$ cat config.mk
export PLATFORM = sky130hd
export DESIGN_NAME = mul_arbiter
export DESIGN_NICKNAME = d
export VERILOG_FILES = /design/src/rtl/mul_arb_pkg.sv /design/src/rtl/mul.sv /design/src/rtl/mul_arbiter.sv
export SDC_FILE = /design/constraint.sdc
export NUM_CORES = 1
export LEC_CHECK = 0
export BUFFER_PORTS_ARGS = -buffer_cell sky130_fd_sc_hd__buf_2
export CORE_ASPECT_RATIO = 0.6
export CORE_MARGIN = 1.5
export CORE_UTILIZATION = 55
export DETAILED_ROUTE_END_ITERATION = 6
export PLACE_DENSITY = 0.77
export SYNTH_ARGS = -nofsm -noshare
export SYNTH_HDL_FRONTEND = slang
export SYNTH_HIERARCHICAL = 1
export SYNTH_SLANG_ARGS = --single-unit
$ cat constraint.sdc
create_clock -name clk -period 5.3 [get_ports clk]
set_input_delay 1.06 -clock clk [delete_from_list [all_inputs] [get_ports clk]]
set_output_delay 1.06 -clock clk [all_outputs]
set_load 0.05 [all_outputs]
$ cat src/rtl/mul_arb_pkg.sv
// Shared types and helpers for the multiplier arbiter family.
package mul_arb_pkg;

    typedef enum logic [1:0] {
        IDLE = 2'd0,
        WAIT = 2'd1,
        RESP = 2'd2
    } mul_arb_state_t;

    localparam int unsigned RR_MAX_N = 32;
    localparam int unsigned RR_IDX_W = $clog2(RR_MAX_N);

    // First set bit of valid at or after ptr, wrapping modulo n; returns ptr when none set.
    function automatic int unsigned rr_pick(input logic [RR_MAX_N-1:0] valid,
                                            input int unsigned ptr,
                                            input int unsigned n);
        int unsigned sum;
        logic        found;
        rr_pick = ptr;
        found   = 1'b0;
        for (int unsigned k = 0; k < RR_MAX_N; k++) begin
            sum = ptr + k;
            if (sum >= n) sum = sum - n;
            if (k < n && !found) begin
                if (valid[RR_IDX_W'(sum)]) begin
                    found   = 1'b1;
                    rr_pick = sum;
                end
            end
        end
    endfunction

endpackage

$ cat src/rtl/mul.sv
// Signed fixed-point multiplier: 3-stage pipeline, half-to-even rounding, overflow flag.
module mul #(
    parameter int unsigned WIDTH = 8,
    parameter int unsigned FBITS = 4
) (
    input  logic                    clk,
    input  logic                    rst,
    input  logic                    start,
    input  logic signed [WIDTH-1:0] a,
    input  logic signed [WIDTH-1:0] b,
    output logic                    busy,
    output logic                    done,
    output logic signed [WIDTH-1:0] val,
    output logic                    ovf
);
    localparam int unsigned      PW   = 2 * WIDTH;
    localparam logic [FBITS-1:0] HALF = FBITS'(1) << (FBITS - 1);

    logic signed [WIDTH-1:0] a_q, b_q;
    logic signed [PW-1:0]    prod_q, rnd_q, floor_c, rnd_c;
    logic [FBITS-1:0]        frac_c;
    logic                    up_c;
    logic [WIDTH:0]          top_c;
    logic                    s1_q, s2_q, s3_q;

    // Round the full product to FBITS fractional bits; ties go to the even neighbour.
    always_comb begin
        floor_c = prod_q >>> FBITS;
        frac_c  = prod_q[FBITS-1:0];
        up_c    = (frac_c > HALF) || ((frac_c == HALF) && floor_c[0]);
        rnd_c   = floor_c + PW'(up_c);
        top_c   = rnd_q[PW-1:WIDTH-1];
    end

    always_ff @(posedge clk) begin
        if (rst) begin
            s1_q   <= 1'b0;
            s2_q   <= 1'b0;
            s3_q   <= 1'b0;
            busy   <= 1'b0;
            done   <= 1'b0;
            a_q    <= '0;
            b_q    <= '0;
            prod_q <= '0;
            rnd_q  <= '0;
            val    <= '0;
            ovf    <= 1'b0;
        end else begin
            s1_q <= start;
            s2_q <= s1_q;
            s3_q <= s2_q;
            done <= s3_q;
            if (start) begin
                a_q  <= a;
                b_q  <= b;
                busy <= 1'b1;
            end else if (s3_q) begin
                busy <= 1'b0;
            end
            if (s1_q) prod_q <= PW'(a_q) * PW'(b_q);
            if (s2_q) rnd_q <= rnd_c;
            // Result wraps to WIDTH bits; ovf flags a rounded value outside the signed range.
            if (s3_q) begin
                val <= rnd_q[WIDTH-1:0];
                ovf <= !((&top_c) || !(|top_c));
            end
        end
    end

endmodule

$ cat src/rtl/mul_arbiter.sv
// Round-robin arbiter sharing one mul between N requesters, tagged response with backpressure.
module mul_arbiter
    import mul_arb_pkg::*;
#(
    parameter int unsigned N     = 4,
    parameter int unsigned WIDTH = 8,
    parameter int unsigned FBITS = 4,
    parameter int unsigned IDW   = (N > 1) ? $clog2(N) : 1
) (
    input  logic               clk,
    input  logic               rst,
    input  logic [N-1:0]       req_valid,
    output logic [N-1:0]       req_ready,
    input  logic [N*WIDTH-1:0] req_a,
    input  logic [N*WIDTH-1:0] req_b,
    output logic               resp_valid,
    input  logic               resp_ready,
    output logic [IDW-1:0]     resp_id,
    output logic [WIDTH-1:0]   resp_val,
    output logic               resp_ovf,
    output logic               busy
);
    mul_arb_state_t state_q, state_d;
    logic [IDW-1:0] rr_ptr_q, id_q, grant, ptr_next;
    logic           mul_start, mul_busy, mul_done, mul_ovf, capture;
    logic [WIDTH-1:0] mul_a, mul_b, mul_val;

    assign grant    = IDW'(rr_pick(RR_MAX_N'(req_valid), 32'(rr_ptr_q), N));
    assign ptr_next = (32'(grant) == N - 1) ? '0 : grant + IDW'(1);
    assign mul_a    = req_a[32'(grant)*WIDTH +: WIDTH];
    assign mul_b    = req_b[32'(grant)*WIDTH +: WIDTH];

    mul #(
        .WIDTH(WIDTH),
        .FBITS(FBITS)
    ) u_mul (
        .clk  (clk),
        .rst  (rst),
        .start(mul_start),
        .a    (mul_a),
        .b    (mul_b),
        .busy (mul_busy),
        .done (mul_done),
        .val  (mul_val),
        .ovf  (mul_ovf)
    );

    always_ff @(posedge clk) begin
        if (rst) state_q <= IDLE;
        else     state_q <= state_d;
    end

    // Grant is recomputed every IDLE cycle; ready only pulses on the winning lane.
    always_comb begin
        state_d   = state_q;
        req_ready = '0;
        mul_start = 1'b0;
        capture   = 1'b0;
        case (state_q)
            IDLE: begin
                if (|req_valid) begin
                    req_ready = N'(1) << grant;
                    mul_start = 1'b1;
                    state_d   = WAIT;
                end
            end
            WAIT: begin
                if (mul_done) begin
                    capture = 1'b1;
                    state_d = RESP;
                end
            end
            RESP: begin
                if (resp_ready) state_d = IDLE;
            end
            default: state_d = IDLE;
        endcase
    end

    always_ff @(posedge clk) begin
        if (rst) begin
            busy       <= 1'b0;
            rr_ptr_q   <= '0;
            id_q       <= '0;
            resp_valid <= 1'b0;
            resp_id    <= '0;
            resp_val   <= '0;
            resp_ovf   <= 1'b0;
        end else begin
            busy <= (state_d != IDLE);
            if (mul_start) begin
                id_q     <= grant;
                rr_ptr_q <= ptr_next;
            end
            if (capture) begin
                resp_valid <= 1'b1;
                resp_id    <= id_q;
                resp_val   <= mul_val;
                resp_ovf   <= mul_ovf;
            end else if (resp_valid && resp_ready) begin
                resp_valid <= 1'b0;
            end
        end
    end

    a_ready_onehot: assert property (@(posedge clk) disable iff (rst) $onehot0(req_ready));
    a_start_idle:   assert property (@(posedge clk) disable iff (rst) mul_start |-> !mul_busy);

endmodule
; Word level (Yosys, flattened, before mapping)
; Index checks and enable logic that the tools add are counted.
[op_classes]
n_addsub = 9
bitwise_logic = 0
shift = 3
reduce_logical = 12
n_eq_ne = 4
n_div = 0
mux = 37
mul = 1
n_lt_le_gt_ge = 9
[op_table]
columns = cell, count
row1 = variable part select 32 x 6 -> 8 bit, 2
row2 = less-than comparator 5 x 6 -> 1 bit (second input constant), 4
row3 = 2-to-1 mux 2 bit, 11
row4 = binary-select mux 1 bit (select 5 bit), 4
row5 = 2-to-1 mux 5 bit, 4
row6 = multiplier 8 x 8 -> 16 bit, 1
row7 = 2-to-1 mux 1 bit, 15
row8 = adder 12 x 2 -> 13 bit, 1
row9 = subtractor 3 x 3 -> 4 bit (second input constant), 3
row10 = greater-or-equal comparator 3 bit (second input constant), 3
row11 = AND reduction 9 bit, 1
row12 = OR reduction 9 bit, 1
row13 = 2-to-1 mux 4 bit, 2
row14 = adder 2 x 2 -> 3 bit (second input constant), 2
row15 = one-hot mux 2 bit (3 select lines), 1
row16 = equality test 2 bit (second input constant), 2
row17 = equality test 4 bit (second input constant), 1
row18 = greater-than comparator 4 bit (second input constant), 1
row19 = nonzero test 2 bit, 2
row20 = OR reduction 4 bit, 1
row21 = left shift 1 x 2 -> 4 bit (first input constant), 1
row22 = subtractor 2 x 3 -> 4 bit (second input constant), 1
row23 = adder 2 x 1 -> 3 bit (second input constant), 1
row24 = greater-or-equal comparator 2 x 3 -> 1 bit (second input constant), 1
row25 = 6 further kinds, 9
[word_totals]
in_bits = 71
mem_bits_ro = 0
mem_count = 0
out_inout_bits = 17
latchBits = 0
ram_bits = 0
reg_bits = 80

; Depth between registers and ports, before layout
[logic_depth]
word_depth = 14
ltp_mapped = 16
depth_no_buf = 16

; Modules after synthesis
; The synthesis kept the hierarchy.
[by_module_without_submodules]
columns = module, cells_per_inst, seq_area_each_um2, instances, area_per_inst_um2
row1 = mul, 510, 1181.1, 1, 4749.6
row2 = mul_arbiter, 175, 380.4, 1, 1516.5

; Worst setup path before layout
; OpenSTA, ideal clock, no wires.
[synth_path]
path_kind = input to output
start = input req_valid[0]
end = output req_ready[0]
stages = 7
slack_ps = 887
required_ps = 4240
arrival_time_ps = 3353
path_cell_list = mux4_2 > nand4_2 > a21boi_2 > xnor2_4 > buf_6 > inv_1 > nor3_1
[synth_between]
elab_chain_cells = 12
[synth_rtl]
columns = element, line_no
row1 = start: declaration, mul_arbiter.sv:12  ; input logic [N-1:0] req_valid,
row2 = binary-select mux 1 bit (select 5 bit), mul_arb_pkg.sv:25  ; if (valid[RR_IDX_W'(sum)]) begin
row3 = 2-to-1 mux 1 bit (not written as such), mul_arb_pkg.sv:25
row4 = 2-to-1 mux 2 bit (2 in a row), mul_arb_pkg.sv:25
row5 = 2-to-1 mux 2 bit, mul_arb_pkg.sv:24  ; if (k < n && !found) begin
row6 = 2-to-1 mux 2 bit, mul_arb_pkg.sv:25
row7 = 2-to-1 mux 2 bit, mul_arb_pkg.sv:24
row8 = 2-to-1 mux 2 bit, mul_arb_pkg.sv:25
row9 = 2-to-1 mux 2 bit, mul_arb_pkg.sv:24
row10 = left shift 1 x 2 -> 4 bit, mul_arbiter.sv:62  ; req_ready = N'(1) << grant;
row11 = 2-to-1 mux 4 bit *, mul_arbiter.sv:61  ; if (|req_valid) begin
row12 = 2-to-1 mux 4 bit *, mul_arbiter.sv:59  ; case (state_q)
row13 = end: declaration, mul_arbiter.sv:13  ; output logic [N-1:0] req_ready,
; Mark *: on every way between the ends. The rest lies on a longest branch, timed or not. The select of a mux whose other input is x is not followed.

; Worst setup path in the final report
[layout_path]
start = register u_mul.b_q[2]
end = register u_mul.prod_q[14]
[layout_between]
elab_chain_cells = 1
[layout_rtl]
columns = element, line_no
row1 = start: declaration, mul.sv:19  ; logic signed [WIDTH-1:0] a_q, b_q;
row2 = start signal: assignment, mul.sv:43  ; b_q <= '0;
row3 = start signal: assignment, mul.sv:55  ; b_q <= b;
row4 = multiplier 8 x 8 -> 16 bit, mul.sv:60  ; if (s1_q) prod_q <= PW'(a_q) * PW'(b_q);
row5 = end signal: assignment, mul.sv:60
row6 = end: declaration, mul.sv:20  ; logic signed [PW-1:0] prod_q, rnd_q, floor_c, rnd_c;
; Every way passes these cells.
; A chain may end at the register's enable or synchronous reset.

==> run_results.csv <==
group,metric,value,unit
finish,area_delta_synth_final,12.4,%
setup_path,crit_top_cell,"inv_1",
routing,remaining_drc_errors,0,
timing,tightest_slew,0.942,ns
timing,fin_crit_sh,0.881,
routing,drt_iter0_drc,308,
setup_path,crit_buf_inv,5,
yosys,synth_cells,682,
routing,vias,4866,
grt,grt_pass1_vias,4890,
yosys,syn-num-nets,844,
clock_tree,clockBufferDepth,2,
clock_tree,h-tree-depth,3,
timing,rsz0062_at_grt,"false",
finish,design_area,0.00701,mm^2
timing,slew-limit-headroom,0.371,
status,status,"finished, final reports clean",
place,placed_cell_area,0.00674,mm^2
clock_tree,cts_resized,0,
timing,finalCriticalPeriod,4.67,ns
place,dp_hpwl,11200,um
power_and_ir_drop,fin_total_pwr,3.81,mW
finish,fillers,895,
setup_path,cp.required,5.52,ns
timing,setup_viol,0,
yosys,syn_area,0.00624,mm^2
yosys,synth.yosys.warnings,6,
floorplan,die_area,0.0120,mm^2
routing,drtPass1Iterations,5,
clock_tree,cts-buffers-inserted,9,
setup_path,path_cells,"nand2_1, inv_1, fa_1, inv_1, fa_1, inv_1, fa_1, inv_1, fa_1, inv_1, ha_1, nor4_1, a211oi_1, or3_1, a32o_1",
floorplan,pin_count,88,
clock_tree,clock_latency,0.33,ns
setup_path,critPathArrivalTime,4.89,ns
floorplan,die_h,85.5,um
finish,layout.nets,920,
setup_path,crit_family,"adder cells",
clock_tree,cts_setup_buffers,0,
routing,drt.antenna.violating_nets,0,
grt,antenna_found_initial,0,
routing,wl_per_cell,15.5,um
finish,antenna_cells,0,
routing,via_per_inst,5.40,
flow_run,max-cap-violations,0,
clock_tree,cts_tree,"done",
floorplan,rows,29,
timing,fin_tns_setup,0,ns
clock_tree,cts-root-buf,"clkbuf_16",
timing,final-hold-violation-count,0,
setup_path,start_kind,"flop",
grt,grt_usage,0.254,
clock_tree,path_clk_slew,0.06,ns
floorplan,die_w,140,um
power_and_ir_drop,p_leak,3.30,nW
power_and_ir_drop,power_density,544,mW/mm^2
power_and_ir_drop,vdd_drop_max,0.318,mV
grt,grt_pass1_wl,23900,um
worst_hold_path,hp-class,"flop to flop",
setup_path,max_stage_delay,0.66,ns
finish,drive_gt1_frac,0.160,
routing,wl,14000,um
grt,grt_max_degree,41,
yosys,syn_area_per_cell,9.15,um^2
place,portBuffers,87,
setup_path,cp-end-kind,"flop",
clock_tree,cts_sinks,77,
timing,max_freq,214,MHz
setup_path,worst-setup-path-type,"flop to flop",
grt,gr-total-overflow,0,
floorplan,fp.coreArea,0.0108,mm^2
timing,fin_skew,0.00435,ns
setup_path,cp_max_fo,9,
clock_tree,cts_hold_buf,0,
floorplan,start_util,0.577,
place,place.gp.congestion,0.915,
timing,drv_slew,0,
setup_path,cp_slowest_cell,"fa_1",
-- power breakdown --
| group | switching (mW) | internal, mW | total, mW |
|---|---|---|---|
| combinational | 1.31 | 1.04 | 2.35 |
| clock | 0.230 | 0.325 | 0.555 |
| sequential | 0.217 | 0.693 | 0.910 |
| total | 1.76 | 2.06 | 3.81 |
-- flip-flops by register name, indices dropped and copies added, names as in the netlist, 2 cells and up --
| register | flops |
|---|---|
| id_q | 2 |
| resp_id | 2 |
| resp_val | 8 |
| rr_ptr_q | 2 |
| state_q | 2 |
| u_mul/a_q | 8 |
| u_mul/b_q | 8 |
| u_mul/prod_q | 16 |
| u_mul/rnd_q | 13 |
| u_mul/val | 8 |
-- path summary, 6_finish.rpt --
check | from | endpoint | slack, ns | depth (start not counted)
setup / recovery | u_mul/b_q[2]$_SDFFE_PP0P_ | u_mul/prod_q[14]$_SDFFE_PP0P_ | 0.63 | 15
hold / removal | u_mul/val[6]$_SDFFE_PP0P_ | resp_val[6]$_SDFFE_PP0P_ | 0.45 | 2
setup reg to reg | u_mul/b_q[2]$_SDFFE_PP0P_ | u_mul/prod_q[14]$_SDFFE_PP0P_ | 0.63 | 15
hold reg to reg | u_mul/val[6]$_SDFFE_PP0P_ | resp_val[6]$_SDFFE_PP0P_ | 0.45 | 2
-- final cells by class --
cell class / instances / area (um^2) / share of cell area
multi-input cells: 487 / 4220 / 0.601
flip-flops and latches: 77 / 1540 / 0.220
repair buffers: 91 / 465 / 0.0664
inverters: 92 / 345 / 0.0493
clock buffers: 11 / 243 / 0.0346
well taps: 139 / 174 / 0.0248
clock inverters: 4 / 25.0 / 0.00357
-- per-stage QoR --
stage / setup slack (ns) / utilization / instances / hold WS [ns]
after floorplan: 0.887 / - / 682 / 0.431
after global placement: 0.746 / 0.623 / 886 / 0.445
after detailed placement: 0.643 / 0.623 / 886 / 0.443
after CTS: 0.620 / 0.648 / 901 / 0.452
after global routing: 0.368 / 0.648 / 901 / 0.465
final: 0.632 / 0.648 / 901 / 0.450
-- layout by cell type (no fill, tap or decap), types with 3 or more instances in the layout --
cell type	instances
dfxtp_1	77
nand3_1	8
buf_4	4
and2_1	46
o311ai_0	3
a21o_2	3
nor4_1	3
nor2b_1	11
nand2_1	55
o21ai_0	5
buf_2	87
or3_1	3
nand4_1	3
a21oi_1	24
inv_1	92
nand2b_1	9
mux2i_1	84
ha_1	36
a211oi_1	16
xor2_1	10
xnor2_1	13
o21a_1	3
fa_1	55
nor3_1	7
nor2_1	56
clkbuf_16	9
-- metal layers --
layer  track usage  part of all wire
met2         0.395              0.43
met3        0.0773             0.088
met5             0                 0
met4        0.0511            0.0073
met1         0.352              0.48
-- worst register-to-register path, delay by kind of cell, from the launching register on --
kind            cells  cell delay [ns]
fa+ha+maj           5             2.51
flops               1             0.39
compound gates      2             0.39
simple gates        3             0.85
buf+inv             5             0.41
(Power assumes the default switching activity.)
